**src/rtl/pipeline_ctrl_pkg.sv**
```systemverilog
// Shared types for the pipeline hazard/sequencing controller.
// Stages consume one stage_ctrl_t each: hold the stage register or load a bubble.
package pipeline_ctrl_pkg;

  typedef enum logic [1:0] {
    RUN      = 2'd0,
    MEM_REQ  = 2'd1,
    MEM_RESP = 2'd2,
    MD_BUSY  = 2'd3
  } ctrl_state_t;

  typedef struct packed {
    logic stall;
    logic flush;
  } stage_ctrl_t;

  localparam stage_ctrl_t STAGE_IDLE = '{stall: 1'b0, flush: 1'b0};

  function automatic logic is_mem_wait(input ctrl_state_t s);
    return (s == MEM_REQ) || (s == MEM_RESP);
  endfunction

endpackage

```
**src/rtl/pipeline_ctrl_wait_cnt.sv**
```systemverilog
// Saturating up-counter with synchronous clear.
// Serves both as the memory-wait timeout counter and the stall performance counter.
module pipeline_ctrl_wait_cnt #(
  parameter int unsigned W   = 8,
  parameter logic [W-1:0] MAX = '1
) (
  input  logic         clk_i,
  input  logic         rst_ni,
  input  logic         i_clr,
  input  logic         i_inc,
  output logic [W-1:0] o_cnt
);

  logic [W-1:0] r_cnt;

  always_ff @(posedge clk_i or negedge rst_ni) begin
    if (!rst_ni) begin
      r_cnt <= '0;
    end else if (i_clr) begin
      r_cnt <= '0;
    end else if (i_inc && (r_cnt != MAX)) begin
      r_cnt <= r_cnt + W'(1);
    end
  end

  assign o_cnt = r_cnt;

endmodule

```
**src/rtl/pipeline_ctrl.sv**
```systemverilog
// Central hazard/sequencing controller for the 5-stage RV32 pipeline: merges memory,
// MUL/DIV, branch and load-use events into per-stage stall/flush plus a fetch redirect.
module pipeline_ctrl
  import pipeline_ctrl_pkg::*;
#(
  parameter int unsigned MEM_TIMEOUT = 64,
  parameter int unsigned PERF_W      = 32
) (
  input  logic              clk_i,
  input  logic              rst_ni,
  input  logic              ld_use_hazard_i,
  input  logic              branch_taken_i,
  input  logic              dmem_req_i,
  input  logic              dmem_gnt_i,
  input  logic              dmem_rvalid_i,
  input  logic              md_start_i,
  input  logic              md_done_i,
  output logic              stall_if_o,
  output logic              stall_id_o,
  output logic              stall_ex_o,
  output logic              stall_mem_o,
  output logic              flush_id_o,
  output logic              flush_ex_o,
  output logic              flush_mem_o,
  output logic              flush_wb_o,
  output logic              redirect_o,
  output logic              unlock_o,
  output logic              mem_timeout_o,
  output logic [PERF_W-1:0] stall_cycles_o
);

  localparam int unsigned TO_W = $clog2(MEM_TIMEOUT + 1);

  ctrl_state_t r_state;
  ctrl_state_t w_state_next;
  logic        w_mem_frz;
  logic        w_md_frz;
  logic        w_frozen;
  logic        w_branch;
  logic        w_ld_use;
  logic        w_stall_if;
  logic        w_flush_wb;
  stage_ctrl_t w_id_ctrl;
  stage_ctrl_t w_ex_ctrl;
  stage_ctrl_t w_mem_ctrl;
  logic        r_unlock;
  logic        r_mem_timeout;
  logic        w_mem_wait;
  logic        w_to_hit;
  logic [TO_W-1:0]   w_to_cnt;
  logic [PERF_W-1:0] w_perf_cnt;

  always_ff @(posedge clk_i or negedge rst_ni) begin
    if (!rst_ni) begin
      r_state <= RUN;
    end else begin
      r_state <= w_state_next;
    end
  end

  // Freeze is raised in the entry cycle and held through the exit cycle.
  always_comb begin
    w_state_next = r_state;
    w_mem_frz    = 1'b0;
    w_md_frz     = 1'b0;
    unique case (r_state)
      RUN: begin
        if (dmem_req_i && !dmem_gnt_i) begin
          w_mem_frz    = 1'b1;
          w_state_next = MEM_REQ;
        end else if (dmem_req_i && !dmem_rvalid_i) begin
          w_mem_frz    = 1'b1;
          w_state_next = MEM_RESP;
        end else if (md_start_i && !md_done_i) begin
          w_md_frz     = 1'b1;
          w_state_next = MD_BUSY;
        end
      end
      MEM_REQ: begin
        w_mem_frz = 1'b1;
        if (dmem_gnt_i) begin
          w_state_next = dmem_rvalid_i ? RUN : MEM_RESP;
        end
      end
      MEM_RESP: begin
        w_mem_frz = 1'b1;
        if (dmem_rvalid_i) begin
          w_state_next = RUN;
        end
      end
      MD_BUSY: begin
        w_md_frz = 1'b1;
        if (md_done_i) begin
          w_state_next = RUN;
        end
      end
      default: begin
        w_state_next = RUN;
      end
    endcase
  end

  // Branch beats load-use (the dependent instr is wrong-path); the cycle right after a
  // load-use stall never stalls again for the same hazard.
  always_comb begin
    w_frozen   = w_mem_frz | w_md_frz;
    w_branch   = !w_frozen && branch_taken_i;
    w_ld_use   = !w_frozen && !branch_taken_i && ld_use_hazard_i && !r_unlock;
    w_stall_if = w_frozen | w_ld_use;
    w_flush_wb = w_mem_frz;
    w_id_ctrl  = STAGE_IDLE;
    w_ex_ctrl  = STAGE_IDLE;
    w_mem_ctrl = STAGE_IDLE;
    w_id_ctrl.stall  = w_frozen | w_ld_use;
    w_id_ctrl.flush  = w_branch;
    w_ex_ctrl.stall  = w_frozen;
    w_ex_ctrl.flush  = w_branch | w_ld_use;
    w_mem_ctrl.stall = w_mem_frz;
    w_mem_ctrl.flush = w_md_frz;
  end

  always_ff @(posedge clk_i or negedge rst_ni) begin
    if (!rst_ni) begin
      r_unlock      <= 1'b0;
      r_mem_timeout <= 1'b0;
    end else begin
      r_unlock      <= w_ld_use;
      r_mem_timeout <= r_mem_timeout | w_to_hit;
    end
  end

  assign w_mem_wait = is_mem_wait(r_state);
  assign w_to_hit   = w_mem_wait && (w_to_cnt == TO_W'(MEM_TIMEOUT - 1));

  pipeline_ctrl_wait_cnt #(
    .W   (TO_W),
    .MAX (TO_W'(MEM_TIMEOUT))
  ) u_timeout_cnt (
    .clk_i  (clk_i),
    .rst_ni (rst_ni),
    .i_clr  (!w_mem_wait),
    .i_inc  (w_mem_wait),
    .o_cnt  (w_to_cnt)
  );

  pipeline_ctrl_wait_cnt #(
    .W (PERF_W)
  ) u_perf_cnt (
    .clk_i  (clk_i),
    .rst_ni (rst_ni),
    .i_clr  (1'b0),
    .i_inc  (w_stall_if),
    .o_cnt  (w_perf_cnt)
  );

  assign stall_if_o     = w_stall_if;
  assign stall_id_o     = w_id_ctrl.stall;
  assign stall_ex_o     = w_ex_ctrl.stall;
  assign stall_mem_o    = w_mem_ctrl.stall;
  assign flush_id_o     = w_id_ctrl.flush;
  assign flush_ex_o     = w_ex_ctrl.flush;
  assign flush_mem_o    = w_mem_ctrl.flush;
  assign flush_wb_o     = w_flush_wb;
  assign redirect_o     = w_branch;
  assign unlock_o       = r_unlock;
  assign mem_timeout_o  = r_mem_timeout;
  assign stall_cycles_o = w_perf_cnt;

endmodule

```
**config.mk**
```make
export PLATFORM = sky130hd
export DESIGN_NAME = pipeline_ctrl
export DESIGN_NICKNAME = d
export VERILOG_FILES = /design/src/rtl/pipeline_ctrl_pkg.sv /design/src/rtl/pipeline_ctrl_wait_cnt.sv /design/src/rtl/pipeline_ctrl.sv
export SDC_FILE = /design/constraint.sdc
export NUM_CORES = 1
export LEC_CHECK = 0
export ABC_AREA = 1
export CORE_MARGIN = 2
export CORE_UTILIZATION = 40
export CTS_BUF_LIST = sky130_fd_sc_hd__clkbuf_4 sky130_fd_sc_hd__clkbuf_8
export DETAILED_ROUTE_END_ITERATION = 8
export PLACE_DENSITY = 0.73
export SYNTH_ARGS = -nofsm -noshare
export SYNTH_HDL_FRONTEND = slang
export SYNTH_SLANG_ARGS = --single-unit
```
**constraint.sdc**
```tcl
create_clock -name clk_i -period 2.43 [get_ports clk_i]
set_input_delay 0.486 -clock clk_i [delete_from_list [all_inputs] [get_ports clk_i]]
set_output_delay 0.486 -clock clk_i [all_outputs]
set_load 0.03 [all_outputs]
```
Word level (Yosys, flattened, before mapping)

Index checks and enable logic that the tools add are counted.

Register bits after elaboration: 43
Input bits: 9
Word-level logic and storage cells: 59

Add/sub/neg operators: 2
Equal/unequal tests: 11
Multiplexer cells: 17
Bitwise gates (word level): 4
Reduce and logical (&&, ||, !) cells: 20

Operators by type and width:

| cell                                                            | number |
|---|---|
| 32-bit by 1-bit adder with 32-bit output, second input constant | 1 |
| 32-bit inequality test, second input constant                   | 1 |
| 2-bit 2-to-1 mux                                                | 7 |
| 7-bit 2-to-1 mux                                                | 2 |
| 1-bit logical AND                                               | 10 |
| 2-bit inequality test, second input constant                    | 4 |
| 2-bit one-hot mux with 4 select lines                           | 1 |
| 7-bit by 1-bit adder with 7-bit output, second input constant   | 1 |
| 7-bit by 6-bit == test with 1-bit output, second input constant | 1 |
| 7-bit inequality test, second input constant                    | 1 |
| 1-bit logical NOT                                               | 6 |
| 1-bit 2-to-1 mux                                                | 5 |
| 2-bit == test, second input constant                            | 2 |
| 4-bit inequality test, second input constant                    | 1 |
| 1-bit bitwise OR                                                | 4 |
| 1-bit one-hot mux with 2 select lines                           | 2 |
| 4-bit AND reduction                                             | 1 |
| 2-bit by 1-bit == test with 1-bit output, second input constant | 1 |
| 2-bit logical NOT                                               | 1 |
| 2-bit OR reduction                                              | 1 |
| 1-bit logical OR                                                | 1 |

Longest topological paths before layout

Gate-level depths: netlist (run 1).

Word-level depth: 13
Gate-level depth with buffers: 10
Mapped depth without buffers: 10

Modules after synthesis

From an unflattened synthesis (run 1), not the netlist that was laid out.

Cell total of the unflattened synthesis: 473
Area total of the unflattened synthesis: 3130.5 um2

By module, submodules not included:

| module                                 | instances | cells each | area an instance (um2) | sequential area each (um2) |
|---|---|---|---|---|
| pipeline_ctrl_wait_cnt (u_perf_cnt)    | 1         | 345        | 2243.4                 | 800.8 |
| pipeline_ctrl_wait_cnt (u_timeout_cnt) | 1         | 67         | 470.5                  | 175.2 |
| pipeline_ctrl                          | 1         | 61         | 416.6                  | 100.1 |

Worst setup path after synthesis (run 1)

No wires, ideal clock.

Kind: register to output
From: register r_state[0]
To: output redirect_o
Data arrival time: 2.108 ns
Data required time: 1.944 ns
Setup slack: -0.164 ns
Stages on the path, launching flop included: 9
Cell sequence: dfrtp_1 -> inv_1 -> ha_1 -> inv_1 -> nand2_1 -> nand2_1 -> nand2_1 -> nor2_1 -> buf_4

Cells in the longest elaborated chain, start to end: 6

RTL lines:

| item                                                                      | line                 | text |
|---|---|---|
| from (decl)                                                               | pipeline_ctrl.sv:34  | `ctrl_state_t r_state;` |
| from (signal assigned)                                                    | pipeline_ctrl.sv:57  | `r_state <= w_state_next;` |
| 2-bit by 1-bit == test with 1-bit output or 2-bit == test (tied branches) | pipeline_ctrl.sv:66  | `unique case (r_state)` |
| 2-bit OR reduction (no line)                                              | --                   |  |
| 1-bit one-hot mux with 2 select lines                                     | pipeline_ctrl.sv:66  |  |
| 1-bit bitwise OR (*)                                                      | pipeline_ctrl.sv:106 | `w_frozen = w_mem_frz \| w_md_frz;` |
| named net stall_ex_o                                                      | pipeline_ctrl.sv:20  | `output logic stall_ex_o,` |
| 1-bit logical NOT (*)                                                     | pipeline_ctrl.sv:107 | `w_branch = !w_frozen && branch_taken_i;` |
| 1-bit logical AND (*)                                                     | pipeline_ctrl.sv:107 |  |
| to (decl)                                                                 | pipeline_ctrl.sv:26  | `output logic redirect_o,` |

Mark *: on every way through the listed nets, which the timed path passes. The rest lies on a longest branch.

Worst setup path in the final report (run 1)

From: input dmem_req_i
To: output flush_ex_o

Cells in the longest elaborated chain, start to end: 10

RTL lines:

| item                                  | line                                       | text |
|---|---|---|
| from (decl)                           | pipeline_ctrl.sv:13                        | `input logic dmem_req_i,` |
| 1-bit logical AND                     | pipeline_ctrl.sv:71                        | `end else if (dmem_req_i && !dmem_rvalid_i) begin` |
| 1-bit 2-to-1 mux                      | pipeline_ctrl.sv:71                        |  |
| 1-bit 2-to-1 mux                      | pipeline_ctrl.sv:68                        | `if (dmem_req_i && !dmem_gnt_i) begin` |
| 1-bit one-hot mux with 2 select lines | pipeline_ctrl.sv:66                        |  |
| 1-bit bitwise OR (*)                  | pipeline_ctrl.sv:106                       |  |
| 1-bit logical NOT (*)                 | pipeline_ctrl.sv:107, pipeline_ctrl.sv:108 |  |
| 1-bit logical AND (3 in a row)        | pipeline_ctrl.sv:108                       | `w_ld_use = !w_frozen && !branch_taken_i && ld_use_hazard_i && !r_unlock;` |
| 1-bit bitwise OR (*)                  | pipeline_ctrl.sv:117                       | `w_ex_ctrl.flush = w_branch \| w_ld_use;` |
| to (decl)                             | pipeline_ctrl.sv:23                        | `output logic flush_ex_o,` |

Every way passes the cells marked *; elsewhere a longest branch is shown, timed or not.

==> out/metrics.cfg, run 1 <==
[run_status]
outcome = finished clean

[synth]
ys_ff_latch = 43
syn_nets = 470
synth_cell_type_count = 31
yosysWarnings = 0
synth_top_area_share_pct = 36.36
synth.avg_cell_area_um2 = 6.532
syn_inst = 453
synth_area_mm2 = 0.002959
seq_area_frac_synth_pct = 36.36
yosysTopAreaCell = dfrtp_1
synthTopCellsByArea = dfrtp_1, nand2_1, nand3_1, nor2_1, inv_1

[power_and_ir_drop]
vdd_ir_drop_max_v = 0.0005226
p_leak_nw = 1.640
p_per_area_mw_per_mm2 = 834.4
power_mw = 3.033

[global_routing]
grt_pass1_wl_um = 12570
antenna_found_initial = 0
met2_usage_pct = 31.70
grt_overflow = 0
met3_usage_pct = 4.023
grt_use_met1_pct = 23.91
grt_max_degree = 32
grt_pass1_vias = 2754
busiest_layer = met2
grtUsageTotal_pct = 18.69

[cells_and_area]
antenna_cells = 0
layout_commonest_cell = nand2_1
drive_gt1_share_pct = 7.129
area.growth.synth_to_final_pct = 22.83
fill_cells = 723
seq_area_mm2 = 0.001076
final_cell_mix = nand2_1, nor2_1, nand3_1
final_util_pct = 50.38
multi_input_area_mm2 = 0.001648
design_area_mm2 = 0.003635
fin_cells = 604
nets = 522

[cts]
numClockSinks = 43
worstSkewPairLatency_ns = 0.30
cts-root-buf = clkbuf_8
htree_levels = 2
path_clk_slew_ns = 0.09
cts_max_path_buffers = 2
numCtsBuffers = 5
cts_tree = built

[floorplanning]
std_cell_rows = 31
die_x_um = 90.01
die_h_um = 90.01
start_util_pct = 41.02
dieArea_mm2 = 0.008102
core_mm2 = 0.007214
io_pins = 52

[route]
wl_per_cell_um = 12.27
postRouteAntennaNets = 0
via_per_inst = 4.859
routed-via-count = 2935
drt_iter0_markers = 181
drt-total-wl_um = 7414
drc = 0
drtPass1Iterations = 4

[timing]
skew_ns = 0.009880
max_freq_mhz = 426.4
setup_tns_ns = 0
setup_viol = 0
rsz0062_at_grt = no
period_minus_slack_ns = 2.345
slew_viol_final = 0
period_share_pct = 96.51
worst_slack_ns = 0.08469
tightest_slew_ns = 0.4578
timing.hold.ws_ns = 0.1167
hold_violations = 0
relSlewSlack_pct = 69.48

[placement]
place_area_mm2 = 0.003542
portBuffers = 51
post-dp-hpwl_um = 5877
gp_congestion = 1.012
dpl.cell_count = 597
pre_cts_ws_ns = 0.09144

[critical_path]
critPathLaunchType = input pin
crit_required_ns = 1.94
critical_path.endpoint_type = output port
crit_path_start = dmem_req_i
crit_path_end = flush_ex_o
cp.arrival_ns = 1.86
path_max_fanout = 4
r2r_slack_ns = 0.35
path_class = in -> out
reg2reg_depth = 9
rr_startpoint = u_perf_cnt.o_cnt[0]$_DFFE_PN0P_
worstReg2RegEnd = u_perf_cnt.o_cnt[29]$_DFFE_PN0P_

[job]
maxCapViolations = 0

[hold_path]
hold_path.class = in -> async

-- critical path, cell delays in order --
cell and delay (ns):
clkdlybuf4s50_1 0.49, inv_1 0.06, a21oi_1 0.21, o21bai_1 0.09, nand2_1 0.12, nand2_2 0.09, a21oi_1 0.12, buf_4 0.18
-- synthesized netlist by cell type --
cell / n
nand2_1: 185
nor2_1: 57
nand3_1: 55
dfrtp_1: 43
inv_1: 42
o21ai_0: 13
ha_1: 8
xnor2_1: 8
a21oi_1: 6
buf_2: 4
buf_4: 3
buf_6: 3
xor2_1: 3
nand3_2: 2
nand3b_1: 2
nand4_1: 2
nor3_1: 2
o21bai_1: 2
and2_1: 1
buf_1: 1
clkbuf_1: 1
inv_2: 1
nand2_2: 1
nand2_4: 1
nand3_4: 1
nor2_4: 1
nor3_2: 1
nor4_1: 1
o211ai_1: 1
o22ai_1: 1
o31ai_1: 1
-- flip-flops by register name, indices dropped and copies added (netlist names) --
| name | count |
|---|---|
| u_timeout_cnt.o_cnt | 7 |
| u_perf_cnt.o_cnt | 32 |
| mem_timeout_o | 1 |
| r_state | 2 |
| unlock_o | 1 |
-- worst min path at each step --
stage	depth (start not counted)	slack, ns	end
floorplan	0	0.19	mem_timeout_o$_DFF_PN0_
global placement	1	0.46	u_perf_cnt.o_cnt[2]$_DFFE_PN0P_
detailed placement	1	0.46	u_perf_cnt.o_cnt[5]$_DFFE_PN0P_
CTS	1	0.13	u_perf_cnt.o_cnt[2]$_DFFE_PN0P_
global route	1	0.15	u_perf_cnt.o_cnt[6]$_DFFE_PN0P_
finish	1	0.12	u_perf_cnt.o_cnt[2]$_DFFE_PN0P_
-- layer usage --
metal | share of wire, % | vias to the layer above
li1 | - | 1530
met1 | 46 | 1325
met2 | 47 | 69
met3 | 4.9 | 11
met4 | 1.5 | 0
met5 | 0 | -
-- cell families after synthesis --
family                   Yosys count  synth area share, %
AND/OR/NAND/NOR                  312                44.27
flip-flops                        43                36.36
buffers and inverters             55                8.287
adder cells (fa/ha/maj)            8                3.383
XOR/XNOR                          11                3.256
AO/OA/AOI/OAI                     24                4.440
-- area by class of cell --
type,count,area share [%]
Multi-Input combinational cell,355,45.34
Clock buffer,5,1.893
Inverter,43,4.509
Tap cell,99,3.408
Clock inverter,2,0.3787
Sequential cell,43,29.60
Timing Repair Buffer,57,14.87
-- timing repair --
action | in CTS | in global routing
hold buffers | 0 | 0
buffers inserted | 0 | 0
gates resized for setup | 2 | 3
setup endpoints to repair | 5 | 5
-- power by group --
group	total (mW)	leakage [nW]	switching [mW]	internal (mW)
Clock	0.453	0.0440	0.256	0.197
Combinational	1.66	1.01	1.09	0.564
Sequential	0.922	0.588	0.116	0.805
Note: power is estimated with default switching activity, not from simulation.
==> run 2, diff against run 1 <==
--- a/config.mk
+++ b/config.mk
@@ -11,6 +11,7 @@
 export CTS_BUF_LIST = sky130_fd_sc_hd__clkbuf_4 sky130_fd_sc_hd__clkbuf_8
 export DETAILED_ROUTE_END_ITERATION = 8
 export PLACE_DENSITY = 0.73
+export SLEW_MARGIN = 30
 export SYNTH_ARGS = -nofsm -noshare
 export SYNTH_HDL_FRONTEND = slang
 export SYNTH_SLANG_ARGS = --single-unit
==> results of run 2 <==
The final DEF is identical to that of run 1; final timing and power are the same.
